### src/rtl/id_stage_pkg.sv
// Shared decode constants, ALU-op codes and the instruction decoder for the MIPS ID stage.
// The decoder is a pure function so the top stays focused on operand selection and ID/EX control.
package id_stage_pkg;

  localparam logic [5:0] OP_RTYPE = 6'h00;
  localparam logic [5:0] OP_BEQ   = 6'h04;
  localparam logic [5:0] OP_BNE   = 6'h05;
  localparam logic [5:0] OP_ADDIU = 6'h09;
  localparam logic [5:0] OP_ANDI  = 6'h0C;
  localparam logic [5:0] OP_ORI   = 6'h0D;
  localparam logic [5:0] OP_XORI  = 6'h0E;
  localparam logic [5:0] OP_LUI   = 6'h0F;
  localparam logic [5:0] OP_LW    = 6'h23;
  localparam logic [5:0] OP_SW    = 6'h2B;

  localparam logic [5:0] FN_SLL  = 6'h00;
  localparam logic [5:0] FN_SRL  = 6'h02;
  localparam logic [5:0] FN_ADDU = 6'h21;
  localparam logic [5:0] FN_SUBU = 6'h23;
  localparam logic [5:0] FN_AND  = 6'h24;
  localparam logic [5:0] FN_OR   = 6'h25;
  localparam logic [5:0] FN_XOR  = 6'h26;
  localparam logic [5:0] FN_SLT  = 6'h2A;

  localparam logic [31:0] ZERO_WORD = 32'h0000_0000;

  typedef enum logic [3:0] {
    ALU_NOP = 4'd0,
    ALU_ADD = 4'd1,
    ALU_SUB = 4'd2,
    ALU_AND = 4'd3,
    ALU_OR  = 4'd4,
    ALU_XOR = 4'd5,
    ALU_SLT = 4'd6,
    ALU_SLL = 4'd7,
    ALU_SRL = 4'd8
  } alu_op_e;

  typedef enum logic [1:0] {OP1_RS, OP1_SHAMT, OP1_ZERO} opnd1_sel_e;
  typedef enum logic [1:0] {OP2_RT, OP2_SEXT, OP2_ZEXT, OP2_LUI} opnd2_sel_e;

  typedef struct packed {
    alu_op_e    alu_op;
    opnd1_sel_e op1_sel;
    opnd2_sel_e op2_sel;
    logic       rd_rs;
    logic       rd_rt;
    logic       we;
    logic [4:0] waddr;
    logic       mem_read;
    logic       mem_write;
    logic       is_beq;
    logic       is_bne;
  } decode_t;

  // Unknown encodings fall out of the defaults as a valid NOP with no reads and no writes.
  function automatic decode_t decode(input logic [31:0] inst);
    decode_t    d;
    logic [5:0] op;
    logic [5:0] fn;
    op        = inst[31:26];
    fn        = inst[5:0];
    d         = '0;
    d.alu_op  = ALU_NOP;
    d.op1_sel = OP1_RS;
    d.op2_sel = OP2_RT;
    case (op)
      OP_RTYPE: begin
        d.rd_rs = 1'b1;
        d.rd_rt = 1'b1;
        d.we    = 1'b1;
        d.waddr = inst[15:11];
        case (fn)
          FN_ADDU: d.alu_op = ALU_ADD;
          FN_SUBU: d.alu_op = ALU_SUB;
          FN_AND:  d.alu_op = ALU_AND;
          FN_OR:   d.alu_op = ALU_OR;
          FN_XOR:  d.alu_op = ALU_XOR;
          FN_SLT:  d.alu_op = ALU_SLT;
          FN_SLL, FN_SRL: begin
            d.alu_op  = (fn == FN_SLL) ? ALU_SLL : ALU_SRL;
            d.op1_sel = OP1_SHAMT;
            d.rd_rs   = 1'b0;
          end
          default: begin
            d.rd_rs = 1'b0;
            d.rd_rt = 1'b0;
            d.we    = 1'b0;
            d.waddr = 5'd0;
          end
        endcase
      end
      OP_ADDIU, OP_ANDI, OP_ORI, OP_XORI: begin
        d.rd_rs   = 1'b1;
        d.we      = 1'b1;
        d.waddr   = inst[20:16];
        d.op2_sel = (op == OP_ADDIU) ? OP2_SEXT : OP2_ZEXT;
        case (op)
          OP_ADDIU: d.alu_op = ALU_ADD;
          OP_ANDI:  d.alu_op = ALU_AND;
          OP_ORI:   d.alu_op = ALU_OR;
          default:  d.alu_op = ALU_XOR;
        endcase
      end
      OP_LUI: begin
        d.alu_op  = ALU_OR;
        d.op1_sel = OP1_ZERO;
        d.op2_sel = OP2_LUI;
        d.we      = 1'b1;
        d.waddr   = inst[20:16];
      end
      OP_LW: begin
        d.alu_op   = ALU_ADD;
        d.op2_sel  = OP2_SEXT;
        d.rd_rs    = 1'b1;
        d.we       = 1'b1;
        d.waddr    = inst[20:16];
        d.mem_read = 1'b1;
      end
      OP_SW: begin
        d.alu_op    = ALU_ADD;
        d.op2_sel   = OP2_SEXT;
        d.rd_rs     = 1'b1;
        d.rd_rt     = 1'b1;
        d.mem_write = 1'b1;
      end
      OP_BEQ, OP_BNE: begin
        d.rd_rs  = 1'b1;
        d.rd_rt  = 1'b1;
        d.is_beq = (op == OP_BEQ);
        d.is_bne = (op == OP_BNE);
      end
      default: ;
    endcase
    if (d.waddr == 5'd0) d.we = 1'b0;
    return d;
  endfunction

endpackage

### src/rtl/id_stage_if.sv
// Bundle of every ID-stage signal except clock and reset: IF/ID inputs, register-file
// read ports, EX/MEM forwarding, redirect/stall controls and the ID/EX register outputs.
interface id_stage_if #(
  parameter int PC_W   = 32,
  parameter int DATA_W = 32
);
  logic [PC_W-1:0]   if_pc;
  logic [31:0]       if_inst;
  logic              if_valid;
  logic [4:0]        reg1_addr;
  logic              reg1_read;
  logic [DATA_W-1:0] reg1_data;
  logic [4:0]        reg2_addr;
  logic              reg2_read;
  logic [DATA_W-1:0] reg2_data;
  logic              fwd_ex_we;
  logic [4:0]        fwd_ex_waddr;
  logic [DATA_W-1:0] fwd_ex_wdata;
  logic              fwd_ex_is_load;
  logic              fwd_mem_we;
  logic [4:0]        fwd_mem_waddr;
  logic [DATA_W-1:0] fwd_mem_wdata;
  logic              flush;
  logic              stall_req;
  logic              branch_taken;
  logic [PC_W-1:0]   branch_target;
  logic              idex_valid;
  logic [3:0]        idex_aluop;
  logic [DATA_W-1:0] idex_opnd1;
  logic [DATA_W-1:0] idex_opnd2;
  logic              idex_we;
  logic [4:0]        idex_waddr;
  logic              idex_mem_read;
  logic              idex_mem_write;
  logic [DATA_W-1:0] idex_store_data;

  modport master (
    output if_pc, if_inst, if_valid, reg1_data, reg2_data,
           fwd_ex_we, fwd_ex_waddr, fwd_ex_wdata, fwd_ex_is_load,
           fwd_mem_we, fwd_mem_waddr, fwd_mem_wdata, flush,
    input  reg1_addr, reg1_read, reg2_addr, reg2_read, stall_req, branch_taken, branch_target,
           idex_valid, idex_aluop, idex_opnd1, idex_opnd2, idex_we, idex_waddr,
           idex_mem_read, idex_mem_write, idex_store_data
  );

  modport slave (
    input  if_pc, if_inst, if_valid, reg1_data, reg2_data,
           fwd_ex_we, fwd_ex_waddr, fwd_ex_wdata, fwd_ex_is_load,
           fwd_mem_we, fwd_mem_waddr, fwd_mem_wdata, flush,
    output reg1_addr, reg1_read, reg2_addr, reg2_read, stall_req, branch_taken, branch_target,
           idex_valid, idex_aluop, idex_opnd1, idex_opnd2, idex_we, idex_waddr,
           idex_mem_read, idex_mem_write, idex_store_data
  );
endinterface

### src/rtl/id_operand_fwd.sv
// Forwarding mux for one register-file read port: EX beats MEM beats register file;
// $0 is never forwarded, and a disabled port yields zero.
module id_operand_fwd #(
  parameter int DATA_W = 32
) (
  input  logic              rd_en_i,
  input  logic [4:0]        addr_i,
  input  logic [DATA_W-1:0] rf_data_i,
  input  logic              ex_we_i,
  input  logic [4:0]        ex_waddr_i,
  input  logic [DATA_W-1:0] ex_wdata_i,
  input  logic              mem_we_i,
  input  logic [4:0]        mem_waddr_i,
  input  logic [DATA_W-1:0] mem_wdata_i,
  output logic [DATA_W-1:0] data_o,
  output logic              ex_hit_o
);
  logic mem_hit;

  // ex_hit_o doubles as the load-use match for this port.
  assign ex_hit_o = rd_en_i & ex_we_i & (ex_waddr_i == addr_i) & (addr_i != 5'd0);
  assign mem_hit  = rd_en_i & mem_we_i & (mem_waddr_i == addr_i) & (addr_i != 5'd0);

  always_comb begin
    if (!rd_en_i)      data_o = '0;
    else if (ex_hit_o) data_o = ex_wdata_i;
    else if (mem_hit)  data_o = mem_wdata_i;
    else               data_o = rf_data_i;
  end

endmodule

### src/rtl/id_stage.sv
// MIPS instruction-decode stage: decode, operand forwarding, load-use stall, BEQ/BNE
// resolution and the registered ID/EX boundary with flush/stall bubbles.
module id_stage
  import id_stage_pkg::*;
#(
  parameter int PC_W   = 32,
  parameter int DATA_W = 32
) (
  input logic       clk,
  input logic       rst,
  id_stage_if.slave bus
);
  decode_t           dec;
  logic [4:0]        rs_addr, rt_addr, shamt;
  logic [15:0]       imm;
  logic              rd1_en, rd2_en, ex_hit1, ex_hit2, eq, stall;
  logic [DATA_W-1:0] rs_val, rt_val, opnd1, opnd2;
  logic [PC_W-1:0]   br_offset;

  logic              idex_valid_d, idex_valid_q;
  alu_op_e           idex_aluop_d, idex_aluop_q;
  logic [DATA_W-1:0] idex_opnd1_d, idex_opnd1_q;
  logic [DATA_W-1:0] idex_opnd2_d, idex_opnd2_q;
  logic              idex_we_d, idex_we_q;
  logic [4:0]        idex_waddr_d, idex_waddr_q;
  logic              idex_mem_read_d, idex_mem_read_q;
  logic              idex_mem_write_d, idex_mem_write_q;
  logic [DATA_W-1:0] idex_store_data_d, idex_store_data_q;

  assign rs_addr = bus.if_inst[25:21];
  assign rt_addr = bus.if_inst[20:16];
  assign shamt   = bus.if_inst[10:6];
  assign imm     = bus.if_inst[15:0];
  assign dec     = decode(bus.if_inst);

  assign rd1_en        = dec.rd_rs & ~rst;
  assign rd2_en        = dec.rd_rt & ~rst;
  assign bus.reg1_addr = rs_addr;
  assign bus.reg1_read = rd1_en;
  assign bus.reg2_addr = rt_addr;
  assign bus.reg2_read = rd2_en;

  id_operand_fwd #(.DATA_W(DATA_W)) u_fwd_rs (
    .rd_en_i    (rd1_en),
    .addr_i     (rs_addr),
    .rf_data_i  (bus.reg1_data),
    .ex_we_i    (bus.fwd_ex_we),
    .ex_waddr_i (bus.fwd_ex_waddr),
    .ex_wdata_i (bus.fwd_ex_wdata),
    .mem_we_i   (bus.fwd_mem_we),
    .mem_waddr_i(bus.fwd_mem_waddr),
    .mem_wdata_i(bus.fwd_mem_wdata),
    .data_o     (rs_val),
    .ex_hit_o   (ex_hit1)
  );

  id_operand_fwd #(.DATA_W(DATA_W)) u_fwd_rt (
    .rd_en_i    (rd2_en),
    .addr_i     (rt_addr),
    .rf_data_i  (bus.reg2_data),
    .ex_we_i    (bus.fwd_ex_we),
    .ex_waddr_i (bus.fwd_ex_waddr),
    .ex_wdata_i (bus.fwd_ex_wdata),
    .mem_we_i   (bus.fwd_mem_we),
    .mem_waddr_i(bus.fwd_mem_waddr),
    .mem_wdata_i(bus.fwd_mem_wdata),
    .data_o     (rt_val),
    .ex_hit_o   (ex_hit2)
  );

  // A load in EX cannot forward until MEM, so any enabled port that matches it must wait.
  assign stall         = ~rst & bus.if_valid & bus.fwd_ex_is_load & (ex_hit1 | ex_hit2);
  assign bus.stall_req = stall;

  assign eq               = (rs_val == rt_val);
  assign bus.branch_taken = ~rst & bus.if_valid & ~stall & ~bus.flush &
                            ((dec.is_beq & eq) | (dec.is_bne & ~eq));
  assign br_offset         = {{(PC_W-18){imm[15]}}, imm, 2'b00};
  assign bus.branch_target = bus.if_pc + PC_W'(4) + br_offset;

  always_comb begin
    case (dec.op1_sel)
      OP1_SHAMT: opnd1 = {{(DATA_W-5){1'b0}}, shamt};
      OP1_ZERO:  opnd1 = DATA_W'(ZERO_WORD);
      default:   opnd1 = rs_val;
    endcase
    case (dec.op2_sel)
      OP2_SEXT: opnd2 = {{(DATA_W-16){imm[15]}}, imm};
      OP2_ZEXT: opnd2 = {{(DATA_W-16){1'b0}}, imm};
      OP2_LUI:  opnd2 = DATA_W'({imm, 16'h0000});
      default:  opnd2 = rt_val;
    endcase
  end

  always_comb begin
    // NOTE: every _d gets a bubble default first, so no path through this block infers a latch.
    idex_valid_d      = 1'b0;
    idex_aluop_d      = ALU_NOP;
    idex_opnd1_d      = '0;
    idex_opnd2_d      = '0;
    idex_we_d         = 1'b0;
    idex_waddr_d      = 5'd0;
    idex_mem_read_d   = 1'b0;
    idex_mem_write_d  = 1'b0;
    idex_store_data_d = '0;
    if (!bus.flush && !stall && bus.if_valid) begin
      idex_valid_d      = 1'b1;
      idex_aluop_d      = dec.alu_op;
      idex_opnd1_d      = opnd1;
      idex_opnd2_d      = opnd2;
      idex_we_d         = dec.we;
      idex_waddr_d      = dec.waddr;
      idex_mem_read_d   = dec.mem_read;
      idex_mem_write_d  = dec.mem_write;
      idex_store_data_d = rt_val;
    end
  end

  // NOTE: sequential state uses non-blocking assignments so every register samples pre-edge values.
  always_ff @(posedge clk) begin
    if (rst) begin
      idex_valid_q      <= 1'b0;
      idex_aluop_q      <= ALU_NOP;
      idex_opnd1_q      <= '0;
      idex_opnd2_q      <= '0;
      idex_we_q         <= 1'b0;
      idex_waddr_q      <= 5'd0;
      idex_mem_read_q   <= 1'b0;
      idex_mem_write_q  <= 1'b0;
      idex_store_data_q <= '0;
    end else begin
      idex_valid_q      <= idex_valid_d;
      idex_aluop_q      <= idex_aluop_d;
      idex_opnd1_q      <= idex_opnd1_d;
      idex_opnd2_q      <= idex_opnd2_d;
      idex_we_q         <= idex_we_d;
      idex_waddr_q      <= idex_waddr_d;
      idex_mem_read_q   <= idex_mem_read_d;
      idex_mem_write_q  <= idex_mem_write_d;
      idex_store_data_q <= idex_store_data_d;
    end
  end

  assign bus.idex_valid      = idex_valid_q;
  assign bus.idex_aluop      = idex_aluop_q;
  assign bus.idex_opnd1      = idex_opnd1_q;
  assign bus.idex_opnd2      = idex_opnd2_q;
  assign bus.idex_we         = idex_we_q;
  assign bus.idex_waddr      = idex_waddr_q;
  assign bus.idex_mem_read   = idex_mem_read_q;
  assign bus.idex_mem_write  = idex_mem_write_q;
  assign bus.idex_store_data = idex_store_data_q;

endmodule

### src/flat_wrapper.sv
// flat-port wrapper written by rule: the top's interface ports become plain ports
module id_stage_flat import id_stage_pkg::*;
#(
  parameter int PC_W   = 32,
  parameter int DATA_W = 32
)
  (clk, rst, bus_if_pc, bus_if_inst, bus_if_valid, bus_reg1_data, bus_reg2_data, bus_fwd_ex_we, bus_fwd_ex_waddr, bus_fwd_ex_wdata, bus_fwd_ex_is_load, bus_fwd_mem_we, bus_fwd_mem_waddr, bus_fwd_mem_wdata, bus_flush, bus_reg1_addr, bus_reg1_read, bus_reg2_addr, bus_reg2_read, bus_stall_req, bus_branch_taken, bus_branch_target, bus_idex_valid, bus_idex_aluop, bus_idex_opnd1, bus_idex_opnd2, bus_idex_we, bus_idex_waddr, bus_idex_mem_read, bus_idex_mem_write, bus_idex_store_data);
  id_stage_if #(.PC_W(PC_W), .DATA_W(DATA_W)) bus_i ();
  input logic clk;
  input logic rst;
  input wire logic [$bits(bus_i.if_pc)-1:0] bus_if_pc;
  input wire logic [$bits(bus_i.if_inst)-1:0] bus_if_inst;
  input wire logic [$bits(bus_i.if_valid)-1:0] bus_if_valid;
  input wire logic [$bits(bus_i.reg1_data)-1:0] bus_reg1_data;
  input wire logic [$bits(bus_i.reg2_data)-1:0] bus_reg2_data;
  input wire logic [$bits(bus_i.fwd_ex_we)-1:0] bus_fwd_ex_we;
  input wire logic [$bits(bus_i.fwd_ex_waddr)-1:0] bus_fwd_ex_waddr;
  input wire logic [$bits(bus_i.fwd_ex_wdata)-1:0] bus_fwd_ex_wdata;
  input wire logic [$bits(bus_i.fwd_ex_is_load)-1:0] bus_fwd_ex_is_load;
  input wire logic [$bits(bus_i.fwd_mem_we)-1:0] bus_fwd_mem_we;
  input wire logic [$bits(bus_i.fwd_mem_waddr)-1:0] bus_fwd_mem_waddr;
  input wire logic [$bits(bus_i.fwd_mem_wdata)-1:0] bus_fwd_mem_wdata;
  input wire logic [$bits(bus_i.flush)-1:0] bus_flush;
  output wire logic [$bits(bus_i.reg1_addr)-1:0] bus_reg1_addr;
  output wire logic [$bits(bus_i.reg1_read)-1:0] bus_reg1_read;
  output wire logic [$bits(bus_i.reg2_addr)-1:0] bus_reg2_addr;
  output wire logic [$bits(bus_i.reg2_read)-1:0] bus_reg2_read;
  output wire logic [$bits(bus_i.stall_req)-1:0] bus_stall_req;
  output wire logic [$bits(bus_i.branch_taken)-1:0] bus_branch_taken;
  output wire logic [$bits(bus_i.branch_target)-1:0] bus_branch_target;
  output wire logic [$bits(bus_i.idex_valid)-1:0] bus_idex_valid;
  output wire logic [$bits(bus_i.idex_aluop)-1:0] bus_idex_aluop;
  output wire logic [$bits(bus_i.idex_opnd1)-1:0] bus_idex_opnd1;
  output wire logic [$bits(bus_i.idex_opnd2)-1:0] bus_idex_opnd2;
  output wire logic [$bits(bus_i.idex_we)-1:0] bus_idex_we;
  output wire logic [$bits(bus_i.idex_waddr)-1:0] bus_idex_waddr;
  output wire logic [$bits(bus_i.idex_mem_read)-1:0] bus_idex_mem_read;
  output wire logic [$bits(bus_i.idex_mem_write)-1:0] bus_idex_mem_write;
  output wire logic [$bits(bus_i.idex_store_data)-1:0] bus_idex_store_data;
  assign bus_i.if_pc = bus_if_pc;
  assign bus_i.if_inst = bus_if_inst;
  assign bus_i.if_valid = bus_if_valid;
  assign bus_i.reg1_data = bus_reg1_data;
  assign bus_i.reg2_data = bus_reg2_data;
  assign bus_i.fwd_ex_we = bus_fwd_ex_we;
  assign bus_i.fwd_ex_waddr = bus_fwd_ex_waddr;
  assign bus_i.fwd_ex_wdata = bus_fwd_ex_wdata;
  assign bus_i.fwd_ex_is_load = bus_fwd_ex_is_load;
  assign bus_i.fwd_mem_we = bus_fwd_mem_we;
  assign bus_i.fwd_mem_waddr = bus_fwd_mem_waddr;
  assign bus_i.fwd_mem_wdata = bus_fwd_mem_wdata;
  assign bus_i.flush = bus_flush;
  assign bus_reg1_addr = bus_i.reg1_addr;
  assign bus_reg1_read = bus_i.reg1_read;
  assign bus_reg2_addr = bus_i.reg2_addr;
  assign bus_reg2_read = bus_i.reg2_read;
  assign bus_stall_req = bus_i.stall_req;
  assign bus_branch_taken = bus_i.branch_taken;
  assign bus_branch_target = bus_i.branch_target;
  assign bus_idex_valid = bus_i.idex_valid;
  assign bus_idex_aluop = bus_i.idex_aluop;
  assign bus_idex_opnd1 = bus_i.idex_opnd1;
  assign bus_idex_opnd2 = bus_i.idex_opnd2;
  assign bus_idex_we = bus_i.idex_we;
  assign bus_idex_waddr = bus_i.idex_waddr;
  assign bus_idex_mem_read = bus_i.idex_mem_read;
  assign bus_idex_mem_write = bus_i.idex_mem_write;
  assign bus_idex_store_data = bus_i.idex_store_data;
  id_stage #(.PC_W(PC_W), .DATA_W(DATA_W)) u_core (.clk(clk), .rst(rst), .bus(bus_i));
endmodule
### config.mk
export PLATFORM = sky130hd
export DESIGN_NAME = id_stage_flat
export DESIGN_NICKNAME = d
export VERILOG_FILES = /design/src/rtl/id_stage_pkg.sv /design/src/rtl/id_stage_if.sv /design/src/rtl/id_operand_fwd.sv /design/src/rtl/id_stage.sv /design/src/flat_wrapper.sv
export SDC_FILE = /design/constraint.sdc
export NUM_CORES = 1
export LEC_CHECK = 0
export ABC_AREA = 1
export CORE_AREA = 2 2 140 142
export DETAILED_ROUTE_END_ITERATION = 12
export DIE_AREA = 0 0 142 144
export DONT_BUFFER_PORTS = 1
export HOLD_SLACK_MARGIN = 0.1
export SYNTH_ARGS = -nofsm -noshare
export SYNTH_HDL_FRONTEND = slang
export SYNTH_SLANG_ARGS = --single-unit
### constraint.sdc
create_clock -name clk -period 6.4 [get_ports clk]
set_clock_uncertainty 0.05 [all_clocks]
set_input_delay 1.28 -clock clk [delete_from_list [all_inputs] [get_ports clk]]
set_output_delay 1.28 -clock clk [all_outputs]
set_load 0.05 [all_outputs]
# After elaboration in Yosys (flattened, before gate mapping)
# Index checks and enable logic that the tools add are counted.
[op_classes]
addsub = 2
eq_ne = 26
n_mux = 25
bitwise = 29
reduce_logical = 20
[ops]
columns = ["op", "count"]
rows = [
  ["$mux 32", 6],
  ["$pmux 32 s3", 1],
  ["$pmux 32 s2", 1],
  ["$eq 6x6->1 const B", 8],
  ["$add 32x3->32 const B", 1],
  ["$add 32x32->32", 1],
  ["$eq 32x32->1", 1],
  ["$eq 6x4->1 const B", 5],
  ["$pmux 4 s7", 1],
  ["$and 1x1->1", 22],
  ["$eq 5x5->1", 4],
  ["$pmux 4 s4", 1],
  ["$reduce_or 8->1", 2],
  ["$eq 6x3->1 const B", 2],
  ["$logic_not 6->1", 2],
  ["$pmux 6 s2", 1],
  ["$reduce_or 6->1", 2],
  ["$reduce_bool 5->1", 2],
  ["$pmux 3 s3", 1],
  ["$reduce_or 2->1", 4],
  ["$mux 7", 1],
  ["$eq 2x2->1 const B", 3],
  ["$eq 6x2->1 const B", 1],
  ["$pmux 2 s3", 1],
  ["other kinds (13)", 28],
]
[word_totals]
reg_bits = 109
input_bits = 209
out_inout_bits = 155
elab_cells = 111

# Depth between registers and ports, before layout
# Gate-level depths: netlist (run 1).
[logic_depth]
depth_word = 16
ltp_mapped = 25
mapped_depth_nobuf = 23

# Modules after synthesis
# Synthesis (run 1) repeated with hierarchy kept, for this count alone.
[hier_totals]
cells_unflattened = 1455
hier_area_um2 = 9315.2
[by_module_without_submodules]
columns = ["mod", "instances", "cells_each", "area_each_um2", "seq_area_each_um2"]
rows = [
  ["id_stage", 1, 833, 6382.4, 2182.1],
  ["id_operand_fwd", 2, 311, 1466.4, 0.0],
]

# Worst setup path after synthesis (run 1)
# OpenSTA, ideal clock, no wires.
[synth_path]
kind = "input to output"
from = "in bus_if_inst[0]"
to = "out bus_branch_target[27]"
arrival_time_ns = 4.484
required_ns = 5.070
path_slack_ns = 0.586
cell_stages = 20
n_path_buf = 1
cell_sequence = "buf_6 -> inv_1 -> ha_1 -> inv_1 -> ha_1 -> fa_1 -> nand3_1 -> nand3_1 -> nand2_1 -> nand2_1 -> a21oi_1 -> o21ai_0 -> a21oi_1 -> inv_1 -> nand2_1 -> nand2_1 -> a21oi_1 -> o21ai_0 -> a21oi_1 -> xor2_1"
[synth_via]
elab_chain_cells = 1
[synth_rtl]
columns = ["element", "line", "text"]
rows = [
  ["start: declaration", "flat_wrapper.sv:12", "input wire logic [$bits(bus_i.if_inst)-1:0] bus_if_inst;"],
  ["$add 32x32->32", "id_stage.sv:79", "assign bus.branch_target = bus.if_pc + PC_W'(4) + br_offset;"],
  ["end: declaration", "flat_wrapper.sv:30", "output wire logic [$bits(bus_i.branch_target)-1:0] bus_branch_target;"],
]
# No other way between the ends.

# Final worst setup path (run 1)
[layout_path]
from = "in bus_if_inst[1]"
to = "out bus_branch_target[27]"
# The elaborated chain is that of the path after synthesis.

==> results, run 1 <==
- The count of standard-cell rows is 51.
- Synthesis inferred 109 register bits.
- The tree is rooted in a sky130_fd_sc_hd__clkbuf_16.
- between 300 and 400 I/O pins were placed.
- The maximum number of pins on one net before global-route repair is 67.
- After layout, the worst setup slack is 0.643 ns.
- In the synthesized netlist the dominant register cell turns out to be sky130_fd_sc_hd__dfxtp_1.
- The H-tree was split into 3 levels.
- Once layout is complete, the utilization of the core stands at a little under half.
- In the final layout, the share of cells above drive strength 1 is between 7 and 8%.
- Data arrives at the worst endpoint at 4.43 ns.
- The post-placement worst setup slack is 0.638 ns.
- The number of hold buffers added after CTS was 0.
- The count of nets left with antenna violations after detail routing is 0.
- Summed over all layers, the routed wires come to between 30 and 40 mm.
- The finished cells cover a little under 9000 sq um.
- The floorplan step set the die height to between 100 and 150 um.
- The final net count is 1495.
- Setup repair after global routing left no endpoint under its margin.
- sky130_fd_sc_hd__dfxtp_1 takes more of the synthesized area than any other cell.
- The total setup violations reported at the end of the flow is 0.
- The DRC violations left is 0.
- Once placement completed, the tool counted placed cells totaling 1454.
- Compared with the post-synthesis result, the final layout area differs by 5.51%.
- The number of clock sinks seen by CTS is 109.
- By area the synthesized netlist is led by sky130_fd_sc_hd__dfxtp_1 26%, sky130_fd_sc_hd__nand2_1 15%, sky130_fd_sc_hd__ha_1 8.8%.
- After synthesis, the share of flip-flops with an asynchronous set or reset is 0%.
- The worst path uses 90.0% of the clock period.
- Total power for the finished layout comes to about 1.9 mW.
- The die covers about 20000 sq um.
- The initial antenna violation count came to 0.
- The category of the worst setup path launch point is a primary input.
- VDD sags by at most 0.133 mV.
- The number of hold violations in the final report is 0.
- Counting flops with a built-in enable in the synthesized netlist gives 0.
- TritonCTS built the clock tree.
- The count of different cell masters after synthesis is 41.
- Summed over its instances, the top area cell type makes up 26.4% of the synthesized netlist area.
- Subtracting the final worst setup slack from the clock period gives ~5.8 ns.
- The reported max-cap violation count is 0.
- Yosys printed 0 warnings.
- The post-CTS setup repair buffer count is 0.
- Based on the critical path, the design can be clocked at up to between 0.15 and 0.2 GHz.
- After synthesis, flip-flops and latches occupy 26.4% of the total area.
- The number of cells on the worst hold path is 2.
- The routability-driven placement congestion ratio is 0.976.
- In this run the horizontal extent of the chip is 142 um.
- The synthesized net count is 1523.
- For this design the ratio of total power to cell area is around 220 nW/um^2.
- The flow ran to the end, and the final reports show no timing, DRC or antenna violations.
- The slew at the pin with the worst max-slew slack is ~1.1 ns.
- For this configuration, the core starts out at a cell density of 43.3%.
- In the routed layout, each cell is associated on average with a via count of roughly 6.0.
- The cell count after synthesis came out at 1255.
- The half-perimeter wire length after placement is 25.2 mm.
- The average size of a mapped cell is 6.59 sq um.
- The most frequent cell after synthesis is sky130_fd_sc_hd__nand2_1.
- The required time reported for the critical path endpoint is between 5 and 6 ns.
- The number of antenna cells inserted is 0.
- Gates resized during post-CTS repair numbered 0.
- The startpoint identified for the worst hold timing path is bus_if_inst[4].
- The number of pins exceeding their max-slew limit in the final report is 0.
- The tightest slew margin relative to the limit is between 20 and 25%.
- Clock-pin slew was measured on the worst setup and hold paths at 0.09 ns.
- The worst hold slack is ~1.0 ns.
- The final instance count without filler cells is 1470.
- After global routing the overflow that remains totals 0.
- For the final routed database, the setup TNS stands at 0 ns.
- The biggest fanout along the worst timing path is 6.
- The number of global-route vias before repair is 8318.
- The TritonCTS buffer count is 9.
- The routed via count is between 8000 and 9000.
- The capture endpoint of the worst hold path is u_core.bus.idex_opnd2[4].
- STA classifies the critical path endpoint as an output pin.
- The commonest cells after synthesis are 327 x sky130_fd_sc_hd__nand2_1, 120 x sky130_fd_sc_hd__nor2_1, 109 x sky130_fd_sc_hd__dfxtp_1, 109 x sky130_fd_sc_hd__inv_1, 102 x sky130_fd_sc_hd__nand4_1.
- The clock passes through at most 2 buffers.
- The class of the tightest hold or removal check is in -> reg.
- The synthesized netlist occupies a cell area of between 8000 and 9000 sq um.
- The first global-routing pass estimated slightly below 50 mm of wire.
- The per-cell routed wire length is 22.2 um.
- During placement, the flow inserted port buffers numbering 0.
- Summed over all cells, the static leakage comes to 4.25 nW.
- The instance area at placement is ~8400 sq um.
- The overall routing resource usage is a little under a third.
- The critical path in this run is classified as in -> out.
- Tracing the worst setup path back leads to its startpoint at bus_if_inst[1].
- The total core area is 19100 sq um.
- The first routing iteration left between 700 and 800 violations.
- The first detailed-routing pass took 5 iterations.
-- worst max-delay path by stage --
stage                                        to  slack, ns  cells after the start
after floorplan           bus_branch_target[27]       0.59                     20
after global placement         bus_branch_taken       0.75                     21
after detailed placement  bus_branch_target[27]       0.64                     18
after CTS                 bus_branch_target[27]       0.64                     18
after global routing      bus_branch_target[27]       0.28                     18
final                     bus_branch_target[27]       0.64                     18
-- kinds of logic (layout without fill, tap and decap cells) --
family | Yosys count | count (layout) | share of synthesized area [%]
xor gates and xnor gates | 33 | 33 | 3.50
buffers and inverters | 195 | 172 | 10.7
DFF | 109 | 109 | 26.4
and+or+nand+nor | 675 | 675 | 37.5
adders and majority gates | 59 | 59 | 9.02
AOI/OAI and AO/OA | 184 | 184 | 12.8
-- where the power goes --
| part | switching (mW) | internal [mW] | leakage (nW) | total, mW |
|---|---|---|---|---|
| Sequential | 0.0148 | 0.681 | 0.878 | 0.696 |
| Clock | 0.317 | 0.283 | 0.148 | 0.601 |
| Combinational | 0.449 | 0.171 | 3.22 | 0.619 |
-- sequential cells by signal, summed over array words and instances, names as in the netlist --
register / flops
u_core.bus.idex_opnd1: 32
u_core.bus.idex_opnd2: 32
u_core.bus.idex_store_data: 32
u_core.bus.idex_waddr: 5
u_core.bus.idex_aluop: 4
u_core.bus.idex_mem_read: 1
u_core.bus.idex_mem_write: 1
u_core.bus.idex_valid: 1
u_core.bus.idex_we: 1
-- layer usage --
layer	wire length [um]	vias up	track usage (%)
li1	-	4179	-
met1	12900	4056	37.2
met2	15200	486	51.6
met3	3180	69	8.87
met4	1390	0	13.9
met5	0	-	0
-- critical path, cell delays in order --
cell	delay, ns
sky130_fd_sc_hd__ha_1	0.29
sky130_fd_sc_hd__ha_1	0.23
sky130_fd_sc_hd__fa_1	0.41
sky130_fd_sc_hd__nand3_1	0.10
sky130_fd_sc_hd__nand3_1	0.10
sky130_fd_sc_hd__nand2_1	0.08
sky130_fd_sc_hd__nand2_1	0.09
sky130_fd_sc_hd__a21oi_1	0.21
sky130_fd_sc_hd__o21ai_0	0.20
sky130_fd_sc_hd__a21oi_1	0.24
sky130_fd_sc_hd__inv_1	0.08
sky130_fd_sc_hd__nand2_1	0.06
sky130_fd_sc_hd__nand2_1	0.08
sky130_fd_sc_hd__a21oi_1	0.23
sky130_fd_sc_hd__o21ai_0	0.18
sky130_fd_sc_hd__a21oi_1	0.20
sky130_fd_sc_hd__xor2_1	0.16
sky130_fd_sc_hd__buf_4	0.21
-- cell type report --
class	instances	area [sq um]
Clock buffer	9	225
Sequential cell	109	2180
Timing Repair Buffer	32	240
Tap cell	238	298
Fill cell	2003	10400
Multi-Input combinational cell	951	5220
Inverter	124	465
Clock inverter	7	90.1
-- placed cells by master (no fill, tap or decap), types with 2 or more instances in the layout --
cell type / netlist / layout
sky130_fd_sc_hd__nand2_1: 327 / 326
sky130_fd_sc_hd__nor2_1: 120 / 118
sky130_fd_sc_hd__inv_1: 109 / 109
sky130_fd_sc_hd__dfxtp_1: 109 / 109
sky130_fd_sc_hd__nand4_1: 102 / 102
sky130_fd_sc_hd__a21oi_1: 100 / 100
sky130_fd_sc_hd__nand3_1: 88 / 88
sky130_fd_sc_hd__ha_1: 58 / 58
sky130_fd_sc_hd__o21ai_0: 35 / 35
sky130_fd_sc_hd__buf_4: 20 / 32
sky130_fd_sc_hd__xor2_1: 21 / 21
sky130_fd_sc_hd__a221oi_1: 16 / 16
sky130_fd_sc_hd__inv_2: 14 / 15
sky130_fd_sc_hd__xnor2_1: 12 / 12
sky130_fd_sc_hd__o22ai_1: 10 / 10
sky130_fd_sc_hd__clkbuf_16: 0 / 9
sky130_fd_sc_hd__nand2_2: 6 / 7
sky130_fd_sc_hd__nor2_2: 7 / 6
sky130_fd_sc_hd__a31oi_1: 6 / 6
sky130_fd_sc_hd__a32o_1: 6 / 6
sky130_fd_sc_hd__nand3_2: 5 / 5
sky130_fd_sc_hd__nor3_1: 5 / 5
sky130_fd_sc_hd__nor2_4: 1 / 4
sky130_fd_sc_hd__nand2_4: 4 / 4
sky130_fd_sc_hd__o211ai_1: 4 / 4
sky130_fd_sc_hd__nand3_4: 4 / 4
sky130_fd_sc_hd__clkinv_8: 0 / 3
sky130_fd_sc_hd__nor4_1: 2 / 2
sky130_fd_sc_hd__a21o_1: 2 / 2
sky130_fd_sc_hd__o2111ai_1: 2 / 2
sky130_fd_sc_hd__inv_6: 0 / 2
Power figures use the tool's default switching activity.
==> run 2: changes to the inputs <==
Settings changed: CORE_AREA 2 2 140 142 to 2 2 141 143, DIE_AREA 0 0 142 144 to 0 0 143 145.
Clock period 6.4 ns to 5.09 ns, I/O delays scaled along.
==> run 2 against run 1 <==
  * Clock-buffer cell count unchanged
  * Via count up 1.6%
  * Power grew 29%
  * Clock power grew 27%
  * Flip-flop and latch count unchanged
  * Routed wire length increased by 2.4%
==> results, run 2 (same netlist as run 1, synthesis figures left out) <==
- The run finished with clean final reports.
- The residual overflow from global routing is 0 (unchanged).
- The die width is 143 um (+0.70%).
- The height of the die came to 145 um (+0.69%).
- The overall power after layout is 2.47 mW (+29%).
- The count of buffers from port buffering is 0 (unchanged).
- The root buffer cell is sky130_fd_sc_hd__clkbuf_16.
- The TritonCTS buffer count is 9 (unchanged).
- The count of standard-cell rows came to 51 (unchanged).
- The post-placement worst setup slack is -0.00318 ns (-0.641 ns).
- The least setup slack across all paths after layout is 0.208 ns (-0.435 ns).
- The tightest slew margin relative to the limit came to 32.5% (+7.7 points).
- The class of the tightest hold or removal check is in -> reg.
- The deepest clock path buffer count is 2 (unchanged).
- The cell at the slowest stage of the critical path is sky130_fd_sc_hd__nor3_4.
- Leaving out fill and tap cells, the most frequent cell in the layout is sky130_fd_sc_hd__nand2_1.
- The final net count is 1518 (+1.5%).
- The design internal power came to 1.47 mW (+29%).
- The number of top-level pins is 364 (unchanged).
- The number of antenna cells inserted is 0 (unchanged).
- The maximum resistive drop on vdd is 0.183 mV (+38%).
- The routability-driven placement congestion ratio is 0.953 (-2.3%).
- The per-cell routed wire length is 22.0 um (-0.96%).
- The instance area at placement was 8570 sq um (+1.9%).
- The fraction of the core area covered by cells at the end of the flow is 47.1% (+1.4 points).
- The depth of the CTS H-tree is 3 (unchanged).
- The clock-pin slew of the registers on the worst-case setup and hold paths is 0.09 ns (about the same).
- The met2 capacity usage during global routing is 48.6% (-3.0 points).
- The fraction of layout instances using a drive strength above 1 is 10.1% (+2.3 points).
- The met3 track utilization from global routing is 10.1% (+1.2 points).
- The slew at the pin with the worst max-slew slack was 1.01 ns (-0.111 ns).
- The total die area is 20700 sq um (+1.4%).
- The first-pass GRT wire length is 48.6 mm (+0.71%).
- The signal on the critical path passes through nor2_2 -> inv_2 -> nor3_4 -> o21ai_2 -> nand2_4 -> buf_4 -> nand3_4 -> nand3_1 -> nand2_1 -> nand3_1 -> nand2_1 -> inv_1 -> nand2_1 -> nor2_1 -> nand2_1 -> nor2_1 -> nand2_1 -> nand2_1 -> nand2_1 -> nor2_1 -> buf_4.
- The worst hold slack was 0.740 ns (-0.275 ns).
- STA classifies the critical path endpoint as an output pin.
- The cell count after placement is 1496 (+2.9%).
- The net switching power of the design is 1.00 mW (+28%).
- The number of pins exceeding their max-slew limit in the final report is 0 (unchanged).
- The effective utilization at floorplan came to 43.0% (-0.29 points).
- The arrival time of the worst setup path is 3.81 ns (-0.62 ns).
- The final instance count without filler cells is 1520 (+3.4%).
- In this run the worst setup path begins at bus_if_inst[31].
- The number of clock sinks seen by CTS is 109 (unchanged).
- The final wirelength is 33.4 mm (+2.4%).
- The highest attainable clock frequency is 0.205 GHz.
- The number of hold violations in the final report is 0 (unchanged).
- The required time reported for the critical path endpoint is 4.02 ns (-1.05 ns).
- The clock power share was 30.9% (-0.5 points).
- The number of cells on the worst hold path is 2 (unchanged).
- The biggest fanout along the worst timing path is 16 (+10).
- The highest-utilization routing layer at the global route stage is met2.
- The count of nets left with antenna violations after detail routing came to 0 (unchanged).
- The reported max-cap violation count is 0 (unchanged).
- Compared with the post-synthesis result, the final layout area differs by 9.41%.
- The relative contribution of sequential cells to total power is 35.4% (-0.9 points).
- The count of hold buffers inserted by post-cts repair is 0 (unchanged).
- The routed via count is 8934 (+1.6%).
- The overall routing resource usage was 30.3% (-0.69 points).
- The fraction of power consumed by combinational cells is 33.7% (+1.4 points).
- The total core area is 19200 sq um (+0.67%).
- In this design, the critical path's most frequently occurring cell is sky130_fd_sc_hd__nand2_1.
- The switching part of the total power is 40.6% (-0.15 points).
- The first-pass iteration count of the detailed router is 6 (+1).
- The post-route cell area came to 9050 sq um (+3.7%).
- For the finished layout, the period the worst path requires is slightly below 5 ns.
- The setup path with the least slack is of type in -> out.
- The power per standard cell area came to 273 nW/um^2 (+24%).
- The number of global-route vias before repair is 8443 (+1.5%).
- The total negative slack for setup checks is 0 ns (unchanged).
- The met1 capacity usage during global routing is 37.2% (+0.075 points).
- The worst hold path begins at bus_if_inst[1].
- The number of vias per cell after detailed routing is 5.88 (-1.7%).
- The worst setup path is launched from a primary input.
- The initial antenna violation count is 0 (unchanged).
- The total setup violations reported at the end of the flow came to 0 (unchanged).
- The largest stage delay on the critical path is 0.26 ns (-0.15 ns).
- The DRC violations left came to 0 (unchanged).
- TritonCTS built the clock tree.
- The number of DRC markers in iteration 0 is 834 (+15%).
- The maximum number of pins on one net before global-route repair is 52 (-22%).
- The final cycle utilization of the critical path is 95.9%.
- In the layout the commonest cells are 326 x sky130_fd_sc_hd__nand2_1, 118 x sky130_fd_sc_hd__nor2_1, 109 x sky130_fd_sc_hd__inv_1, 109 x sky130_fd_sc_hd__dfxtp_1, 102 x sky130_fd_sc_hd__nand4_1.
- The leakage power summed over all cells is 4.34 nW (+2.3%).
- The half-perimeter wire length after placement is 24.9 mm (-1.1%).
run 2: routing by layer:
layer / share of wire (%) / routed length, um / up-vias
met3: 12 / 3850 / 74
met4: 3.8 / 1260 / 0
met1: 39 / 12900 / 4093
li1: - / - / 4247
met5: 0 / 0 / -
met2: 46 / 15400 / 520
run 2: layout make-up:
class | instances | area (sq um)
Clock buffer | 9 | 225
Clock inverter | 7 | 93.8
Fill cell | 2015 | 10200
Inverter | 124 | 465
Multi-Input combinational cell | 956 | 5330
Sequential cell | 109 | 2180
Tap cell | 265 | 332
Timing Repair Buffer | 50 | 415
run 2: final timing paths:
path,slack [ns],end
max,0.21,bus_branch_taken
min,0.74,u_core.bus.idex_aluop[3]
run 2: power by group through the flow:
stage | combinational [mW] | sequential, mW | clock (mW)
global route | 0.898 | 0.876 | 0.807
detailed placement | 0.811 | 0.895 | 0
global placement | 0.807 | 0.895 | 0
finish | 0.832 | 0.875 | 0.763
floorplan | 0.632 | 0.894 | 0
CTS | 0.816 | 0.875 | 0.771
run 2: timing repair:
item,in CTS,in global routing
setup endpoints to repair,1,6
resized for setup,2,16
pin swaps,2,7
buffers inserted,0,3
cloned,0,5
run 2: worst max-delay path: cells and delay by family:
kind	cells	cell delay, ns
buf+inv	4	0.54
compound gates	1	0.14
simple gates	16	2.10
